### src/rtl/xadc_drp_scheduler_if.sv
// Signal bundle between the XADC DRP scheduler and its surroundings:
// the XADC DRP port, the host register port and the scanned channel results.
interface xadc_drp_scheduler_if;
  logic        eoc;
  logic        drdy;
  logic [15:0] drp_do;
  logic        den;
  logic        dwe;
  logic [6:0]  daddr;
  logic [15:0] di;
  logic        host_req;
  logic        host_we;
  logic [6:0]  host_addr;
  logic [15:0] host_wdata;
  logic        host_ack;
  logic [15:0] host_rdata;
  logic        host_err;
  logic [31:0] ch_data;
  logic [3:0]  ch_valid;
  logic        busy;

  modport slave (
    input  eoc, drdy, drp_do, host_req, host_we, host_addr, host_wdata,
    output den, dwe, daddr, di, host_ack, host_rdata, host_err, ch_data, ch_valid, busy
  );

  modport master (
    output eoc, drdy, drp_do, host_req, host_we, host_addr, host_wdata,
    input  den, dwe, daddr, di, host_ack, host_rdata, host_err, ch_data, ch_valid, busy
  );
endinterface

### src/rtl/xadc_drp_scheduler.sv
// Arbitrates the XADC DRP port between an eoc-driven round-robin scan of four
// aux channels and a host register port; keeps the top byte of each scan result.
module xadc_drp_scheduler #(
  parameter logic [6:0] CH0_ADDR = 7'h1E,
  parameter logic [6:0] CH1_ADDR = 7'h17,
  parameter logic [6:0] CH2_ADDR = 7'h1F,
  parameter logic [6:0] CH3_ADDR = 7'h16,
  parameter int         TIMEOUT  = 64
) (
  input logic                  clk,
  input logic                  resetn,
  xadc_drp_scheduler_if.slave  bus
);
  typedef enum logic [1:0] {S_IDLE, S_ISSUE, S_WAIT} state_t;
  typedef enum logic {OWN_SCAN, OWN_HOST} owner_t;

  localparam int CNT_W = (TIMEOUT > 2) ? $clog2(TIMEOUT) : 1;

  state_t           r_state;
  owner_t           r_owner;
  owner_t           r_last_owner;
  logic [1:0]       r_slot;
  logic             r_scan_pend;
  logic [CNT_W-1:0] r_tcnt;
  logic             r_den;
  logic             r_dwe;
  logic [6:0]       r_daddr;
  logic [15:0]      r_di;
  logic             r_host_ack;
  logic [15:0]      r_host_rdata;
  logic             r_host_err;
  logic [31:0]      r_ch_data;
  logic [3:0]       r_ch_valid;
  logic             r_busy;

  logic             w_host_pend;
  logic             w_grant_host;
  logic             w_timeout;
  logic [6:0]       w_slot_addr;

  // A request is not re-seen in the cycle its ack is out, so a host that
  // drops host_req on ack never gets a duplicate transaction.
  assign w_host_pend  = bus.host_req && !r_host_ack;
  assign w_grant_host = w_host_pend && (!r_scan_pend || r_last_owner == OWN_SCAN);
  assign w_timeout    = (r_tcnt == CNT_W'(TIMEOUT - 1));

  always_comb begin
    w_slot_addr = CH0_ADDR;
    case (r_slot)
      2'd0: w_slot_addr = CH0_ADDR;
      2'd1: w_slot_addr = CH1_ADDR;
      2'd2: w_slot_addr = CH2_ADDR;
      2'd3: w_slot_addr = CH3_ADDR;
      default: w_slot_addr = CH0_ADDR;
    endcase
  end

  always_ff @(posedge clk) begin
    if (!resetn) begin
      r_state      <= S_IDLE;
      r_owner      <= OWN_SCAN;
      r_last_owner <= OWN_SCAN;
      r_slot       <= 2'd0;
      r_scan_pend  <= 1'b0;
      r_tcnt       <= '0;
      r_den        <= 1'b0;
      r_dwe        <= 1'b0;
      r_daddr      <= 7'd0;
      r_di         <= 16'd0;
      r_host_ack   <= 1'b0;
      r_host_rdata <= 16'd0;
      r_host_err   <= 1'b0;
      r_ch_data    <= 32'd0;
      r_ch_valid   <= 4'd0;
      r_busy       <= 1'b0;
    end else begin
      r_den      <= 1'b0;
      r_host_ack <= 1'b0;
      if (bus.eoc) r_scan_pend <= 1'b1;

      case (r_state)
        S_IDLE: begin
          if (w_host_pend || r_scan_pend) begin
            r_state <= S_ISSUE;
            r_busy  <= 1'b1;
            r_den   <= 1'b1;
            if (w_grant_host) begin
              r_owner <= OWN_HOST;
              r_daddr <= bus.host_addr;
              r_dwe   <= bus.host_we;
              r_di    <= bus.host_wdata;
            end else begin
              r_owner <= OWN_SCAN;
              r_daddr <= w_slot_addr;
              r_dwe   <= 1'b0;
              r_di    <= 16'd0;
              // An eoc landing on the issue cycle keeps the next scan pending.
              if (!bus.eoc) r_scan_pend <= 1'b0;
            end
          end
        end

        S_ISSUE: begin
          r_state <= S_WAIT;
          r_tcnt  <= '0;
        end

        S_WAIT: begin
          r_tcnt <= r_tcnt + CNT_W'(1);
          if (bus.drdy) begin
            r_state      <= S_IDLE;
            r_busy       <= 1'b0;
            r_last_owner <= r_owner;
            if (r_owner == OWN_HOST) begin
              r_host_ack   <= 1'b1;
              r_host_err   <= 1'b0;
              r_host_rdata <= r_dwe ? 16'd0 : bus.drp_do;
            end else begin
              r_ch_data[{r_slot, 3'b000} +: 8] <= bus.drp_do[15:8];
              r_ch_valid[r_slot]               <= 1'b1;
              r_slot                           <= r_slot + 2'd1;
            end
          end else if (w_timeout) begin
            r_state <= S_IDLE;
            r_busy  <= 1'b0;
            if (r_owner == OWN_HOST) begin
              r_host_ack   <= 1'b1;
              r_host_err   <= 1'b1;
              r_host_rdata <= 16'd0;
            end
          end
        end

        default: begin
          r_state <= S_IDLE;
          r_busy  <= 1'b0;
        end
      endcase
    end
  end

  assign bus.den        = r_den;
  assign bus.dwe        = r_dwe;
  assign bus.daddr      = r_daddr;
  assign bus.di         = r_di;
  assign bus.host_ack   = r_host_ack;
  assign bus.host_rdata = r_host_rdata;
  assign bus.host_err   = r_host_err;
  assign bus.ch_data    = r_ch_data;
  assign bus.ch_valid   = r_ch_valid;
  assign bus.busy       = r_busy;
endmodule

### src/flat_wrapper.sv
// flat-port wrapper written by rule: the top's interface ports become plain ports
module xadc_drp_scheduler_flat 
#(
  parameter logic [6:0] CH0_ADDR = 7'h1E,
  parameter logic [6:0] CH1_ADDR = 7'h17,
  parameter logic [6:0] CH2_ADDR = 7'h1F,
  parameter logic [6:0] CH3_ADDR = 7'h16,
  parameter int         TIMEOUT  = 64
)
  (clk, resetn, bus_eoc, bus_drdy, bus_drp_do, bus_host_req, bus_host_we, bus_host_addr, bus_host_wdata, bus_den, bus_dwe, bus_daddr, bus_di, bus_host_ack, bus_host_rdata, bus_host_err, bus_ch_data, bus_ch_valid, bus_busy);
  xadc_drp_scheduler_if bus_i ();
  input logic clk;
  input logic resetn;
  input wire logic [$bits(bus_i.eoc)-1:0] bus_eoc;
  input wire logic [$bits(bus_i.drdy)-1:0] bus_drdy;
  input wire logic [$bits(bus_i.drp_do)-1:0] bus_drp_do;
  input wire logic [$bits(bus_i.host_req)-1:0] bus_host_req;
  input wire logic [$bits(bus_i.host_we)-1:0] bus_host_we;
  input wire logic [$bits(bus_i.host_addr)-1:0] bus_host_addr;
  input wire logic [$bits(bus_i.host_wdata)-1:0] bus_host_wdata;
  output wire logic [$bits(bus_i.den)-1:0] bus_den;
  output wire logic [$bits(bus_i.dwe)-1:0] bus_dwe;
  output wire logic [$bits(bus_i.daddr)-1:0] bus_daddr;
  output wire logic [$bits(bus_i.di)-1:0] bus_di;
  output wire logic [$bits(bus_i.host_ack)-1:0] bus_host_ack;
  output wire logic [$bits(bus_i.host_rdata)-1:0] bus_host_rdata;
  output wire logic [$bits(bus_i.host_err)-1:0] bus_host_err;
  output wire logic [$bits(bus_i.ch_data)-1:0] bus_ch_data;
  output wire logic [$bits(bus_i.ch_valid)-1:0] bus_ch_valid;
  output wire logic [$bits(bus_i.busy)-1:0] bus_busy;
  assign bus_i.eoc = bus_eoc;
  assign bus_i.drdy = bus_drdy;
  assign bus_i.drp_do = bus_drp_do;
  assign bus_i.host_req = bus_host_req;
  assign bus_i.host_we = bus_host_we;
  assign bus_i.host_addr = bus_host_addr;
  assign bus_i.host_wdata = bus_host_wdata;
  assign bus_den = bus_i.den;
  assign bus_dwe = bus_i.dwe;
  assign bus_daddr = bus_i.daddr;
  assign bus_di = bus_i.di;
  assign bus_host_ack = bus_i.host_ack;
  assign bus_host_rdata = bus_i.host_rdata;
  assign bus_host_err = bus_i.host_err;
  assign bus_ch_data = bus_i.ch_data;
  assign bus_ch_valid = bus_i.ch_valid;
  assign bus_busy = bus_i.busy;
  xadc_drp_scheduler #(.CH0_ADDR(CH0_ADDR), .CH1_ADDR(CH1_ADDR), .CH2_ADDR(CH2_ADDR), .CH3_ADDR(CH3_ADDR), .TIMEOUT(TIMEOUT)) u_core (.clk(clk), .resetn(resetn), .bus(bus_i));
endmodule
### config.mk
export PLATFORM = sky130hd
export DESIGN_NAME = xadc_drp_scheduler_flat
export DESIGN_NICKNAME = d
export VERILOG_FILES = /design/src/rtl/xadc_drp_scheduler_if.sv /design/src/rtl/xadc_drp_scheduler.sv /design/src/flat_wrapper.sv
export SDC_FILE = /design/constraint.sdc
export NUM_CORES = 1
export LEC_CHECK = 0
export CORE_MARGIN = 4
export CORE_UTILIZATION = 48
export CTS_CLUSTER_DIAMETER = 200
export DETAILED_ROUTE_END_ITERATION = 10
export PLACE_DENSITY = 0.94
export SKIP_CTS_REPAIR_TIMING = 1
export SLEW_MARGIN = 25
export SYNTH_ARGS = -nofsm -noshare
export SYNTH_HDL_FRONTEND = slang
export SYNTH_SLANG_ARGS = --single-unit
### constraint.sdc
create_clock -name clk -period 3.7 [get_ports clk]
set_input_delay 0.37 -clock clk [delete_from_list [all_inputs] [get_ports clk]]
set_output_delay 0.37 -clock clk [all_outputs]
set_load 0.01 [all_outputs]
==> load_flow_metrics.sql <==
INSERT INTO impl_metrics (metric_group, metric, value, unit) VALUES
('synth', 'synth-edff-count', '0', ''),
('sta', 'timing.slew.headroom', '42.3', '%'),
('synth', 'synthFlopType', 'sky130_fd_sc_hd__dfxtp_1', ''),
('placement', 'post-dp-hpwl', '7220', 'um'),
('job', 'timing.max_cap.violations', '0', ''),
('cells_and_area', 'nets', '554', ''),
('placement', 'post_dp_cell_area', '4830', 'sq um'),
('cells_and_area', 'final_layout_size_suffix_gt1_share', '6.19', '%'),
('global_routing', 'pin_count_of_the_biggest_net_entering_global_routing', '66', ''),
('die', 'top_level_ports', '125', ''),
('min_path', 'worstHoldPathType', 'register to register', ''),
('placement', 'gp_congestion', '0.881', ''),
('synth', 'synthTopCellsByArea', 'sky130_fd_sc_hd__dfxtp_1 52%, sky130_fd_sc_hd__a21oi_1 5.8%, sky130_fd_sc_hd__nand3_1 4.8%', ''),
('worst_setup_path', 'crit_start_category', 'register', ''),
('drt', 'initialDrtViolationCount', '251', ''),
('sta', 'finalSetupViolCount', '0', ''),
('drt', 'drt-total-wl', '10100', 'um'),
('die', 'initial_utilization', '49.1', '%'),
('synth', 'combinational_family_with_the_most_area_after_synthesis', 'simple AND/OR/NAND/NOR gates', ''),
('synth', 'synth_compound_gate_area_share', '18.6', '%'),
('cells_and_area', 'fin_area', '5040', 'sq um'),
('synth', 'synth_most_common_cell', 'sky130_fd_sc_hd__dfxtp_1', ''),
('worst_setup_path', 'regToRegSetupSlack', '1.43', 'ns'),
('sta', 'setup-tns-final', '0', 'ns'),
('worst_setup_path', 'r2r-end', 'u_core.bus.ch_data[16]', ''),
('run_status', 'result_of_the_run', 'finished clean', ''),
('synth', 'yosysUniqueCellTypes', '46', ''),
('clock_tree', 'cts_tree', 'yes', ''),
('sta', 'final-max-slew-violation-count', '0', ''),
('synth', 'post_synth_fa_ha_maj_area_fraction', '4.56', '%'),
('pwr', 'irDropWorstVdd', '0.000197', 'V'),
('die', 'floorplan.rows', '31', ''),
('worst_setup_path', 'arrival', '2.53', 'ns'),
('worst_setup_path', 'setup.worst_path.class', 'register to register', ''),
('clock_tree', 'htreeDepth', '3', ''),
('worst_setup_path', 'path_max_fanout', '10', ''),
('die', 'core_region_area', '7250', 'sq um'),
('synth', 'synth_top_area_share', '52.2', '%'),
('global_routing', 'wire_length_of_the_first_global_routing_pass', '15800', 'um'),
('drt', 'drt-pass1-iter-count', '6', ''),
('sta', 'final_period_minus_worst_setup_slack', '2.27', 'ns'),
('synth', 'synth_async_sr_flop_share', '0', '%'),
('synth', 'synth_area_leader_cell', 'sky130_fd_sc_hd__dfxtp_1', ''),
('clock_tree', 'cts_sinks', '93', ''),
('synth', 'synth_area_per_cell', '9.36', 'sq um'),
('global_routing', 'globalRoute.totalOverflow', '0', ''),
('drt', 'detailroute.via_count', '3371', ''),
('die', 'die_height', '94.2', 'um'),
('synth', 'simple_logic_cell_fraction_of_the_synthesized_area', '18.7', '%'),
('clock_tree', 'worstSkewPairLatency', '0.36', 'ns'),
('synth', 'synth.yosys.seq_area_share', '52.2', '%'),
('synth', 'synth_seq_cells', '93', ''),
('sta', 'maximum_clock_skew_at_final_layout', '0.0130', 'ns'),
('placement', 'port_buffers', '124', ''),
('worst_setup_path', 'timing.critical_path.required', '3.95', 'ns'),
('drt', 'wl_per_cell', '16.9', 'um'),
('synth', 'muxShareOfSynthArea', '0.562', '%'),
('die', 'die_w', '94.2', 'um'),
('synth', 'post_synth_inst_count', '381', ''),
('sta', 'unrepaired_setup_endpoints_after_global_routing', 'no', ''),
('clock_tree', 'path_clk_slew', '0.09', 'ns'),
('global_routing', 'all_layer_global_routing_usage', '22.6', '%'),
('synth', 'postSynthNetCount', '439', ''),
('synth', 'synthTopCellsByCount', '93 x sky130_fd_sc_hd__dfxtp_1, 45 x sky130_fd_sc_hd__nand2_1, 41 x sky130_fd_sc_hd__a21oi_1', ''),
('drt', 'final_antenna_net_count', '0', ''),
('drt', 'route.detailed.vias_per_inst', '5.62', ''),
('global_routing', 'antenna_found_initial', '0', ''),
('cells_and_area', 'synthToLayoutAreaGrowth', '41.3', '%'),
('sta', 'finalCritPeriodShare', '61.5', '%'),
('sta', 'timing.fmax', '440', 'MHz'),
('cells_and_area', 'post-route-util', '69.4', '%');
-- where the power goes --
part | leakage (uW) | switching (uW) | internal, uW
Combinational | 0.000937 | 160 | 159
Clock | 0.0000908 | 353 | 301
Sequential | 0.000755 | 31.5 | 1040
-- metal layers --
layer  GRT usage (%)  vias up  wire length, um
met5               0        -                0
met4            11.2        0              370
li1                -     1568                -
met3            5.13       46              819
met1            25.0     1591             3730
met2            40.3      166             5200
-- cell usage in the layout, fill, tap and decap left out, types with 2 or more instances in the layout --
cell / Yosys / layout
sky130_fd_sc_hd__nand3_1: 34 / 34
sky130_fd_sc_hd__clkdlybuf4s50_1: 0 / 124
sky130_fd_sc_hd__nor2_1: 38 / 38
sky130_fd_sc_hd__inv_1: 9 / 8
sky130_fd_sc_hd__a21oi_1: 41 / 41
sky130_fd_sc_hd__ha_1: 13 / 13
sky130_fd_sc_hd__xnor2_1: 2 / 2
sky130_fd_sc_hd__clkbuf_8: 0 / 12
sky130_fd_sc_hd__nand4_1: 3 / 3
sky130_fd_sc_hd__o21ai_1: 2 / 2
sky130_fd_sc_hd__o221a_2: 3 / 3
sky130_fd_sc_hd__xor2_1: 4 / 4
sky130_fd_sc_hd__nand2_1: 45 / 45
sky130_fd_sc_hd__a22o_1: 16 / 16
sky130_fd_sc_hd__clkinvlp_4: 0 / 3
sky130_fd_sc_hd__nand2_2: 3 / 3
sky130_fd_sc_hd__o21a_1: 3 / 3
sky130_fd_sc_hd__a22oi_1: 19 / 19
sky130_fd_sc_hd__mux2i_1: 2 / 2
sky130_fd_sc_hd__and2_1: 4 / 4
sky130_fd_sc_hd__dfxtp_1: 93 / 93
sky130_fd_sc_hd__nor3_1: 5 / 5
-- sequential cells by signal, summed over array words and instances, names as in the netlist --
name,count
u_core.bus.busy,1
u_core.bus.ch_data,32
u_core.bus.ch_valid,4
u_core.bus.daddr,7
u_core.bus.den,1
u_core.bus.di,16
u_core.bus.dwe,1
u_core.bus.host_ack,1
u_core.bus.host_err,1
u_core.bus.host_rdata,16
u_core.r_last_owner,1
u_core.r_owner,1
u_core.r_scan_pend,1
u_core.r_slot,2
u_core.r_state,2
u_core.r_tcnt,6
-- worst max-delay path: stages (launching register included) --
cell,delay (ns)
sky130_fd_sc_hd__dfxtp_1,0.57
sky130_fd_sc_hd__inv_1,0.17
sky130_fd_sc_hd__ha_1,0.42
sky130_fd_sc_hd__nor4b_2,0.62
sky130_fd_sc_hd__nand3_1,0.19
sky130_fd_sc_hd__a21oi_1,0.21
-- through the flow --
stage / hold WS, ns / std cells / power [uW]
floorplan: 0.437 / 381 / 1250
global placement: 0.440 / 584 / 1400
detailed placement: 0.447 / 584 / 1410
CTS: 0.458 / 600 / 2060
global route: 0.474 / 600 / 2130
finish: 0.461 / 600 / 2050
-- logic make-up (layout without fill, tap and decap cells) --
family / Yosys count / in the layout
AND/OR/NAND/NOR: 143 / 143
AO/OA/AOI/OAI: 94 / 94
flip-flops: 93 / 93
buffers and inverters: 30 / 150
adder cells (fa/ha/maj): 13 / 13
XOR/XNOR: 6 / 6
multiplexers: 2 / 2
-- area by class of cell --
type	instances	area, sq um	share of cell area [%]
Sequential cell	93	1860	37.0
Multi-Input combinational cell	258	1570	31.2
Timing Repair Buffer	125	1250	24.8
Clock buffer	12	165	3.28
Tap cell	99	124	2.46
Inverter	9	35.0	0.695
Clock inverter	4	31.3	0.621
-- worst max path at each step --
stage / startpoint / endpoint / slack (ns) / depth (start not counted)
2_1_floorplan: u_core.r_slot[0] / u_core.bus.ch_data[18] / 1.90 / 6
4_1_cts: u_core.r_slot[0] / u_core.bus.ch_data[16] / 1.49 / 5
5_1_grt: u_core.r_slot[0] / u_core.bus.ch_data[16] / 1.21 / 5
3_5_place_dp: resetn / u_core.bus.host_rdata[7] / 1.30 / 4
6_report: u_core.r_slot[0] / u_core.bus.ch_data[16] / 1.43 / 5
3_3_place_gp: bus_drdy / u_core.bus.ch_data[23] / 1.40 / 5
Note: power is estimated with default switching activity, not from simulation.
